$ cat src/rtl/wb_pkg.sv
// Shared types and sizes for the writeback stage and its load-use scoreboard.
package wb_pkg;
    localparam int XLEN_DEF   = 32;
    localparam int REG_ADDR_W = 5;
    localparam int NUM_REGS   = 32;

    typedef logic [REG_ADDR_W-1:0] reg_addr_t;

    typedef enum logic [1:0] {
        WB_NONE,
        WB_LSU,
        WB_ALU_HOLD,
        WB_ALU
    } wb_src_e;
endpackage

$ cat src/rtl/wb_scoreboard.sv
// Load-use scoreboard: one busy bit per architectural register, x0 never busy.
module wb_scoreboard
    import wb_pkg::*;
(
    input  logic                clk,
    input  logic                rst,
    input  logic                set_en,
    input  reg_addr_t           set_addr,
    input  logic                clr_en,
    input  reg_addr_t           clr_addr,
    input  reg_addr_t           look_rs1,
    input  reg_addr_t           look_rs2,
    input  reg_addr_t           look_rd,
    output logic                hit_rs1,
    output logic                hit_rs2,
    output logic                hit_rd,
    output logic [NUM_REGS-1:0] busy
);
    logic [NUM_REGS-1:0] busy_q;

    // Set is applied after clear so a same-edge collision keeps the new load pending.
    always_ff @(posedge clk) begin
        if (rst) begin
            busy_q <= '0;
        end else begin
            if (clr_en)
                busy_q[clr_addr] <= 1'b0;
            if (set_en)
                busy_q[set_addr] <= 1'b1;
            busy_q[0] <= 1'b0;
        end
    end

    assign hit_rs1 = (look_rs1 != '0) && busy_q[look_rs1];
    assign hit_rs2 = (look_rs2 != '0) && busy_q[look_rs2];
    assign hit_rd  = (look_rd  != '0) && busy_q[look_rd];
    assign busy    = busy_q;
endmodule

$ cat src/rtl/wb_stage.sv
// Writeback stage: LSU/ALU arbitration onto one registered register-file write port,
// plus load-use stall. Optional stall counter enabled by WB_STALL_CNT_EN.
module wb_stage
    import wb_pkg::*;
#(
    parameter int XLEN = XLEN_DEF
) (
    input  logic            i_clk,
    input  logic            i_reset,
    input  logic            i_issue_valid,
    input  logic [4:0]      i_issue_rs1,
    input  logic [4:0]      i_issue_rs2,
    input  logic [4:0]      i_issue_rd,
    input  logic            i_issue_rd_wren,
    input  logic            i_issue_is_load,
    output logic            o_issue_stall,
    input  logic            i_alu_valid,
    input  logic [4:0]      i_alu_rd,
    input  logic [XLEN-1:0] i_alu_data,
    output logic            o_alu_ready,
    input  logic            i_lsu_valid,
    input  logic [4:0]      i_lsu_rd,
    input  logic [XLEN-1:0] i_lsu_data,
    output logic [4:0]      o_rd_addr,
    output logic [XLEN-1:0] o_rd_data,
    output logic            o_rd_wren,
    output logic [31:0]     o_busy
`ifdef WB_STALL_CNT_EN
    ,
    output logic [31:0]     o_stall_cnt
`endif
);
    logic hit_rs1, hit_rs2, hit_rd;
    logic issue_accept, sb_set, sb_clr;
    logic alu_accept;

    logic            hold_vld;
    reg_addr_t       hold_rd;
    logic [XLEN-1:0] hold_data;

    wb_src_e         sel_src;
    reg_addr_t       sel_rd;
    logic [XLEN-1:0] sel_data;

    logic            vld_p1;
    wb_src_e         src_p1;
    reg_addr_t       addr_p1;
    logic [XLEN-1:0] data_p1;

    assign o_issue_stall = i_issue_valid &
                           (hit_rs1 | hit_rs2 | (i_issue_rd_wren & hit_rd));
    assign issue_accept  = i_issue_valid & ~o_issue_stall;
    assign sb_set        = issue_accept & i_issue_is_load & i_issue_rd_wren &
                           (i_issue_rd != '0);
    // Clear only once the load data is actually visible in the register file.
    assign sb_clr        = vld_p1 & (src_p1 == WB_LSU);

    wb_scoreboard u_scoreboard (
        .clk      (i_clk),
        .rst      (i_reset),
        .set_en   (sb_set),
        .set_addr (i_issue_rd),
        .clr_en   (sb_clr),
        .clr_addr (addr_p1),
        .look_rs1 (i_issue_rs1),
        .look_rs2 (i_issue_rs2),
        .look_rd  (i_issue_rd),
        .hit_rs1  (hit_rs1),
        .hit_rs2  (hit_rs2),
        .hit_rd   (hit_rd),
        .busy     (o_busy)
    );

    assign o_alu_ready = ~hold_vld & ~i_reset;
    assign alu_accept  = i_alu_valid & o_alu_ready;

    // p0: source select, LSU > held ALU > new ALU
    always_comb begin
        sel_src  = WB_NONE;
        sel_rd   = '0;
        sel_data = '0;
        if (i_lsu_valid) begin
            sel_src  = WB_LSU;
            sel_rd   = i_lsu_rd;
            sel_data = i_lsu_data;
        end else if (hold_vld) begin
            sel_src  = WB_ALU_HOLD;
            sel_rd   = hold_rd;
            sel_data = hold_data;
        end else if (alu_accept) begin
            sel_src  = WB_ALU;
            sel_rd   = i_alu_rd;
            sel_data = i_alu_data;
        end
    end

    // p1: registered write port; writes to x0 are consumed without a write
    always_ff @(posedge i_clk) begin
        if (i_reset) begin
            vld_p1   <= 1'b0;
            src_p1   <= WB_NONE;
            addr_p1  <= '0;
            data_p1  <= '0;
            hold_vld <= 1'b0;
        end else begin
            if (sel_src != WB_NONE && sel_rd != '0) begin
                vld_p1  <= 1'b1;
                src_p1  <= sel_src;
                addr_p1 <= sel_rd;
                data_p1 <= sel_data;
            end else begin
                vld_p1 <= 1'b0;
                src_p1 <= WB_NONE;
            end
            if (i_lsu_valid && alu_accept)
                hold_vld <= 1'b1;
            else if (sel_src == WB_ALU_HOLD)
                hold_vld <= 1'b0;
        end
    end

    always_ff @(posedge i_clk) begin
        if (i_lsu_valid && alu_accept) begin
            hold_rd   <= i_alu_rd;
            hold_data <= i_alu_data;
        end
    end

    assign o_rd_wren = vld_p1;
    assign o_rd_addr = addr_p1;
    assign o_rd_data = data_p1;

`ifdef WB_STALL_CNT_EN
    logic [31:0] stall_cnt;

    always_ff @(posedge i_clk) begin
        if (i_reset)
            stall_cnt <= '0;
        else if (o_issue_stall)
            stall_cnt <= stall_cnt + 32'd1;
    end

    assign o_stall_cnt = stall_cnt;
`endif
endmodule

$ cat config.mk
export PLATFORM = sky130hd
export DESIGN_NAME = wb_stage
export DESIGN_NICKNAME = d
export VERILOG_FILES = /design/src/rtl/wb_pkg.sv /design/src/rtl/wb_scoreboard.sv /design/src/rtl/wb_stage.sv
export SDC_FILE = /design/constraint.sdc
export NUM_CORES = 1
export LEC_CHECK = 0
export ABC_AREA = 1
export CORE_UTILIZATION = 50
export CTS_BUF_LIST = sky130_fd_sc_hd__clkbuf_8 sky130_fd_sc_hd__clkbuf_16
export DETAILED_ROUTE_END_ITERATION = 8
export PLACE_DENSITY = 0.83
export SYNTH_ARGS = -nofsm -noshare
export SYNTH_HDL_FRONTEND = slang
export SYNTH_SLANG_ARGS = --single-unit
$ cat constraint.sdc
create_clock -name i_clk -period 7.1 [get_ports i_clk]
set_input_delay 1.42 -clock i_clk [delete_from_list [all_inputs] [get_ports i_clk]]
set_output_delay 1.42 -clock i_clk [all_outputs]
set_load 0.01 [all_outputs]
# After elaboration in Yosys (flattened, before gate mapping)
# Index checks and enable logic that the tools add are counted.
[op_classes]
magnitude_cmp = 6
bitwise_logic = 18
mux = 25
n_reduce_logical = 14
eq_ne = 2
[ops]
columns = ["cell", "count"]
rows = [
  ["$mux 32", 6],
  ["$and 32x32->32", 1],
  ["$not 32->32", 1],
  ["$or 32x32->32", 1],
  ["$lt 5x6->1 const B", 4],
  ["$reduce_bool 5->1", 4],
  ["$bmux 1 s5", 3],
  ["$mux 5", 3],
  ["$demux 1 s5", 2],
  ["$ge 5x1->1 const B", 2],
  ["$and 1x1->1", 9],
  ["$mux 1", 8],
  ["$logic_and 1x1->1", 7],
  ["$mux 2", 3],
  ["$not 1->1", 4],
  ["$reduce_bool 2->1", 2],
  ["$eq 2x1->1 const B", 1],
  ["$eq 2x2->1 const B", 1],
  ["$or 1x1->1", 2],
  ["$reduce_or 2->1", 1],
]
[word_totals]
output_inout_bits = 72
in_bits = 96
wordCells = 74
ff_bits = 110

# Longest topological paths before layout
# Gate-level depths: netlist of run 1.
[logic_depth]
depth_word = 12
mapped_depth = 16
ltp_nobuf = 14

# By module
# Synthesis of run 1 repeated with hierarchy kept, for this count alone.
[unflattened]
hier_cells = 834
hier_area_um2 = 6013.3
[modules_own_cells]
columns = ["module", "instances", "area_per_inst_um2", "seq_area_each_um2", "cells_each"]
rows = [
  ["wb_stage", 1, 3621.0, 1931.9, 407],
  ["wb_scoreboard", 1, 2392.3, 620.6, 427],
]

# Least setup slack after synthesis of run 1
# No wires, ideal clock.
[synth_path]
kind = "input to output"
startpoint = "in i_issue_rd[0]"
endpoint = "out o_issue_stall"
slack_ns = 3.043
required_ns = 5.680
t_arrival_ns = 2.637
cell_stages = 11
cell_sequence = "buf_2 -> nor2_1 -> nand2_1 -> nand4_1 -> nand2_1 -> nand2_1 -> nor2_1 -> nand2_1 -> nand2_2 -> buf_4 -> a21boi_1"
[synth_via]
elab_chain_cells = 6
elab_cells_between_ends = 7
[synth_rtl]
columns = ["element", "line", "text"]
rows = [
  ["start, declared", "wb_stage.sv:13", "input logic [4:0] i_issue_rd,"],
  ["$bmux 1 s5", "wb_scoreboard.sv:36", "assign hit_rd = (look_rd != '0) && busy_q[look_rd];"],
  ["$mux 1 (not written as such)", "wb_scoreboard.sv:36", ""],
  ["$logic_and 1x1->1 *", "wb_scoreboard.sv:36", ""],
  ["$and 1x1->1 *", "wb_stage.sv:51", "(hit_rs1 | hit_rs2 | (i_issue_rd_wren & hit_rd));"],
  ["$or 1x1->1 *", "wb_stage.sv:51", ""],
  ["$and 1x1->1 *", "wb_stage.sv:50", "assign o_issue_stall = i_issue_valid &"],
  ["end, declared", "wb_stage.sv:16", "output logic o_issue_stall,"],
]
# Mark *: on every way between the ends. The rest lies on a longest branch, timed or not. The select of a mux whose other input is x is not followed.

# Worst setup path in the final report of run 1
# Same ends and word-level chain as after synthesis.

==> impl_metrics.ini, run 1 <==
[placement]
place.gp.congestion = 0.985
dp_hpwl_mm = 13.4
port_buffers = 166

[pwr]
pwr-share-comb = 0.169
switching_share = 0.258
seq_power_share = 0.492
switchingPower_mw = 0.357
p_int_mw = 1.03
pwr-share-clk = 0.339
leakage_nw = 2.87
ir_drop_v = 0.000130
power_density_nw_per_um2 = 181

[setup_path]
crit_family = buffers and inverters
r2r_slack_ns = 4.25
slowest_stage = clkdlybuf4s50_1
crit_path_cell_trace = clkdlybuf4s50_1 > nand2_2 > inv_1 > nand2_1 > nand4_1 > nand2_1 > nand2_1 > nor2_1 > nand2_1 > nand2_2 > a21boi_1 > clkdlybuf4s50_1
critPathBufInv = 3
r2r-start = hold_vld
cp_slowest_stage_delay_ns = 0.65
critPathRequiredTime_ns = 5.68
crit_top_cell = nand2_1
cp-startpoint = i_issue_rd[0]
crit_path_start_kind = input port
setup.worst_path.end = o_issue_stall
cp.depth = 12
critPathMaxFanout = 32
r2r_end = o_rd_data[5]
rr_worst_depth = 12
end_kind = output pin
crit_type = input port to output pin
worstPathArrival_ns = 4.13

[layout]
areaGrowthSynthToFinish_pct = 31.6
drive_gt1_frac = 0.0452
insertedDiodeCount = 0
utilization = 0.673
mostFrequentLayoutCells = 218 x nand2_1, 166 x clkdlybuf4s50_1, 103 x nand3_1, 81 x o21ai_0, 72 x dfxtp_1
final_common_cell = nand2_1
fill_cells = 1030
fin_nets = 1042

[floorplanning]
rows = 39
ios = 168
die_x_um = 110
coreArea_um2 = 11400
die-area_um2 = 12100
initial_core_util = 0.511
die_h_um = 110

[logic_synthesis]
ys_seq_area_frac = 0.437
yosysWarnings = 0
synth_nets = 909
ys_ff_latch = 109
synthFlopType = dfxtp_1
ys_types = 33
avgSynthCellArea_um2 = 7.18
syn-cell-area_um2 = 5840
netlist_instances = 813
async_reset_ff_frac = 0
synth_edf_count = 37

[routing]
wirelength_mm = 18.8
dr_total_vias = 6171
vias_per_cell = 5.64
drt-wirelength-per-cell_um = 17.2
first_pass_iters = 6
drt_iter0_markers = 624
drc = 0
ant_nets = 0

[timing]
clock.fmax_ghz = 0.180
finalCriticalPeriod_ns = 5.55
drv_slew = 0
setup_viol = 0
setup_tns_ns = 0
slew_headroom = 0.282
hold_violations = 0
fin_skew_ns = 0.00814
rsz0062_at_grt = false
timing.final.crit_share = 0.782
worstMarginPinSlew_ns = 1.07

[clocking]
cts_root_buf = clkbuf_16
tritoncts = done
clkTransAtPathRegs_ns = 0.07
post_cts_buffers = 0
ctsHtreeMaxLevel = 3
clk_latency_ns = 0.34
cts_buffers = 9
cts.sinks = 109
cts_hold_buffers = 0
clockBufferDepth = 2
cts_resized = 0

[global_routing]
antenna_found_initial = 0
track_usage = 0.317
grt_pass1_wl_mm = 28.8
grt_max_degree = 52
grt_pass1_vias = 5622
gr-total-overflow = 0

[run]
maxCapViolations = 0

[min_path]
hp-class = register to register
hold_start = o_rd_data[4]

[status]
status = complete, no violations
## per-stage QoR
stage	std cells	area (um^2)	hold WS [ns]	total power, mW	setup WS (ns)
floorplan	813	5840	0.494	0.817	3.04
global route	1094	7680	0.501	1.44	1.31
global placement	1078	7400	0.461	0.926	1.60
finish	1094	7680	0.474	1.39	1.55
CTS	1094	7680	0.474	1.39	1.59
detailed placement	1078	7400	0.465	0.929	1.60
## logic make-up (layout without fill, tap and decap cells)
logic type,Yosys count,in the layout,synth area share
buf+inv,113,251,0.0956
other cells,1,1,0.000643
compound gates,154,154,0.136
flops,109,109,0.437
simple gates,436,436,0.331
## cells in the mapped netlist, drive strengths merged (11+ instances only)
| master | n | area share |
|---|---|---|
| clkbuf | 20 | 0.013 |
| a21oi | 47 | 0.041 |
| o21ai | 103 | 0.089 |
| buf | 28 | 0.040 |
| nand2 | 229 | 0.15 |
| edfxtp | 37 | 0.19 |
| inv | 64 | 0.042 |
| dfxtp | 72 | 0.25 |
| nor3 | 11 | 0.010 |
| nor2 | 56 | 0.040 |
| nand4 | 35 | 0.038 |
| nand3 | 104 | 0.090 |
## worst min-delay path, delay by kind of cell, from the launching register on
| kind | cells | cell delay, ns |
|---|---|---|
| flip-flops | 1 | 0.31 |
| AO/OA/AOI/OAI | 1 | 0.05 |
| AND/OR/NAND/NOR | 1 | 0.07 |
## worst min path at each step
| stage | to | slack, ns | cells after the start |
|---|---|---|---|
| after floorplan | o_rd_data[0] | 0.49 | 2 |
| after global placement | o_rd_data[24] | 0.46 | 2 |
| after detailed placement | o_rd_data[4] | 0.46 | 2 |
| after CTS | o_rd_data[4] | 0.47 | 2 |
| after global routing | o_rd_data[16] | 0.50 | 2 |
| final | o_rd_data[4] | 0.47 | 2 |
## layout make-up
type | count | area [um^2] | area share
inverter | 65 | 249 | 0.0324
timing repair buffer | 170 | 1690 | 0.220
clock inverter | 6 | 26.3 | 0.00342
clock buffer | 10 | 250 | 0.0326
sequential | 109 | 2550 | 0.332
tap | 143 | 179 | 0.0233
multi-input combinational | 591 | 2730 | 0.356
## flip-flops by register name, indices dropped and copies added (netlist names)
signal and flops:
o_rd_addr 5, src_p1 2, hold_data 32, u_scoreboard.busy 31, o_rd_wren 1, hold_vld 1
o_rd_data 32, hold_rd 5
## routing by layer
layer / global-route usage / vias up / wire length [um]
met1: 0.396 / 2847 / 7640
met5: 0 / - / 0
met4: 0.146 / 0 / 614
met3: 0.0611 / 47 / 1620
met2: 0.528 / 289 / 8980
li1: - / 2988 / -
## power groups by stage
stage          Combinational (mW)  Sequential, mW  Clock, mW
4_1_cts                     0.234           0.683      0.470
3_3_place_gp                0.230           0.696          0
2_1_floorplan               0.114           0.703          0
6_report                    0.235           0.683      0.470
3_5_place_dp                0.232           0.697          0
5_1_grt                     0.255           0.686      0.502
(Power assumes the default switching activity.)
==> inputs of run 2 (changes only) <==
--- a/config.mk
+++ b/config.mk
@@ -6,10 +6,10 @@
 export NUM_CORES = 1
 export LEC_CHECK = 0
 export ABC_AREA = 1
-export CORE_UTILIZATION = 50
+export CORE_UTILIZATION = 48
 export CTS_BUF_LIST = sky130_fd_sc_hd__clkbuf_8 sky130_fd_sc_hd__clkbuf_16
 export DETAILED_ROUTE_END_ITERATION = 8
-export PLACE_DENSITY = 0.83
+export PLACE_DENSITY = 0.81
 export SYNTH_ARGS = -nofsm -noshare
 export SYNTH_HDL_FRONTEND = slang
 export SYNTH_SLANG_ARGS = --single-unit
==> constraint.sdc (replaced) <==
create_clock -name i_clk -period 5.6 [get_ports i_clk]
set_input_delay 1.12 -clock i_clk [delete_from_list [all_inputs] [get_ports i_clk]]
set_output_delay 1.12 -clock i_clk [all_outputs]
set_load 0.01 [all_outputs]
==> impl_metrics.ini, run 2 (same netlist as run 1, synthesis figures left out) <==
[setup_path]
rr_worst_depth = 12
crit_type = input port to output pin
critPathRequiredTime_ns = 4.48
r2r_end = o_rd_data[13]
r2r-start = hold_vld
critPathMaxFanout = 32
r2r_slack_ns = 2.80
end_kind = output pin
worstPathArrival_ns = 3.79
crit_path_start_kind = input port

[pwr]
leakage_nw = 2.86
switchingPower_mw = 0.488
power_density_nw_per_um2 = 232
p_int_mw = 1.30
ir_drop_v = 0.000179
pwr-share-comb = 0.166
seq_power_share = 0.485
pwr-share-clk = 0.349
switching_share = 0.273

[layout]
areaGrowthSynthToFinish_pct = 31.9
final_common_cell = nand2_1
fin_nets = 1042
drive_gt1_frac = 0.0505
multi_input_area_um2 = 2730
utilization = 0.663
fill_cells = 1066
insertedDiodeCount = 0
mostFrequentLayoutCells = 218 x nand2_1, 166 x clkdlybuf4s50_1, 103 x nand3_1, 81 x o21ai_0, 72 x dfxtp_1
register_area_um2 = 2550

[global_routing]
gr-total-overflow = 0
grt_pass1_vias = 5802
antenna_found_initial = 0
track_usage = 0.298
grt_max_degree = 73
grt_pass1_wl_mm = 29.6

[routing]
drc = 8
drt_iter0_markers = 590
dr_total_vias = 6150
first_pass_iters = 7
ant_nets = 0
drt-wirelength-per-cell_um = 16.8
vias_per_cell = 5.62
wirelength_mm = 18.4

[timing]
hold_violations = 0
finalCriticalPeriod_ns = 4.91
slew_headroom = 0.236
setup_viol = 0
fin_skew_ns = 0.0101
clock.fmax_ghz = 0.204
timing.final.crit_share = 0.877
worstMarginPinSlew_ns = 1.14
setup_tns_ns = 0
rsz0062_at_grt = false
drv_slew = 0

[status]
violations = design-rule violations
status = finished with violations

[min_path]
holdPathEnd = o_rd_data[27]
hp-class = register to register
hold_depth = 2
hold_start = o_rd_data[27]

[clocking]
post_cts_buffers = 0
cts_root_buf = clkbuf_16
cts.sinks = 109
clkTransAtPathRegs_ns = 0.07
cts_hold_buffers = 0
cts_buffers = 9
tritoncts = done
clockBufferDepth = 2
clk_latency_ns = 0.35
ctsHtreeMaxLevel = 3
cts_resized = 0

[floorplanning]
die_x_um = 112
die-area_um2 = 12600
coreArea_um2 = 11600
initial_core_util = 0.502
rows = 39
die_h_um = 112
ios = 168

[run]
maxCapViolations = 0

[placement]
place.gp.congestion = 0.940
port_buffers = 166
dp_hpwl_mm = 13.0
run 2: power by group through the flow:
stage | Clock [mW] | Combinational, mW | Sequential (mW)
after floorplan | 0 | 0.144 | 0.891
after global placement | 0 | 0.291 | 0.882
after detailed placement | 0 | 0.294 | 0.883
after CTS | 0.631 | 0.296 | 0.866
after global routing | 0.668 | 0.324 | 0.870
final | 0.622 | 0.297 | 0.866
run 2: critical path, stage by stage:
cell	delay [ns]
clkdlybuf4s50_1	0.87
inv_2	0.22
nand2_1	0.11
nand2_1	0.05
nand2_1	0.05
nand2_1	0.05
nand2_1	0.05
nand2_1	0.05
inv_1	0.04
nand2_1	0.04
nand2_1	0.06
nand2_2	0.08
nor2_8	0.35
a21boi_1	0.12
clkdlybuf4s50_1	0.51
run 2: area by class of cell:
cell class,count,share of cell area
sequential,109,0.332
tap,143,0.0232
inverter,65,0.0324
clock buffer,9,0.0293
timing repair buffer,170,0.220
multi-input combinational,591,0.355
clock inverter,7,0.00862
run 2: how the worst max path moves through the flow:
stage	end	startpoint	slack [ns]	cells past startpoint
2_1_floorplan	hold_data[0]	i_lsu_valid	2.02	4
5_1_grt	o_issue_stall	i_issue_rs2[0]	0.44	15
3_5_place_dp	o_issue_stall	i_issue_rs2[0]	0.72	15
6_report	o_issue_stall	i_issue_rs2[0]	0.69	15
3_3_place_gp	o_issue_stall	i_issue_rs1[0]	0.77	15
4_1_cts	o_issue_stall	i_issue_rs2[0]	0.69	15
run 2: through the flow:
step / std cells / hold WS, ns / cell area (um^2) / setup slack, ns / power (mW)
after CTS: 1094 / 0.480 / 7700 / 0.688 / 1.79
final: 1094 / 0.475 / 7700 / 0.691 / 1.79
after floorplan: 813 / 0.494 / 5840 / 2.02 / 1.04
after global routing: 1094 / 0.494 / 7700 / 0.440 / 1.86
after detailed placement: 1078 / 0.467 / 7400 / 0.721 / 1.18
after global placement: 1078 / 0.461 / 7400 / 0.768 / 1.17
run 2: per-layer routing:
| layer | track usage | vias to the layer above | wire [um] |
|---|---|---|---|
| met5 | 0 | - | 0 |
| met4 | 0.0987 | 0 | 368 |
| met3 | 0.0907 | 34 | 1690 |
| met2 | 0.487 | 274 | 8780 |
| met1 | 0.378 | 2839 | 7570 |
| li1 | - | 3003 | - |
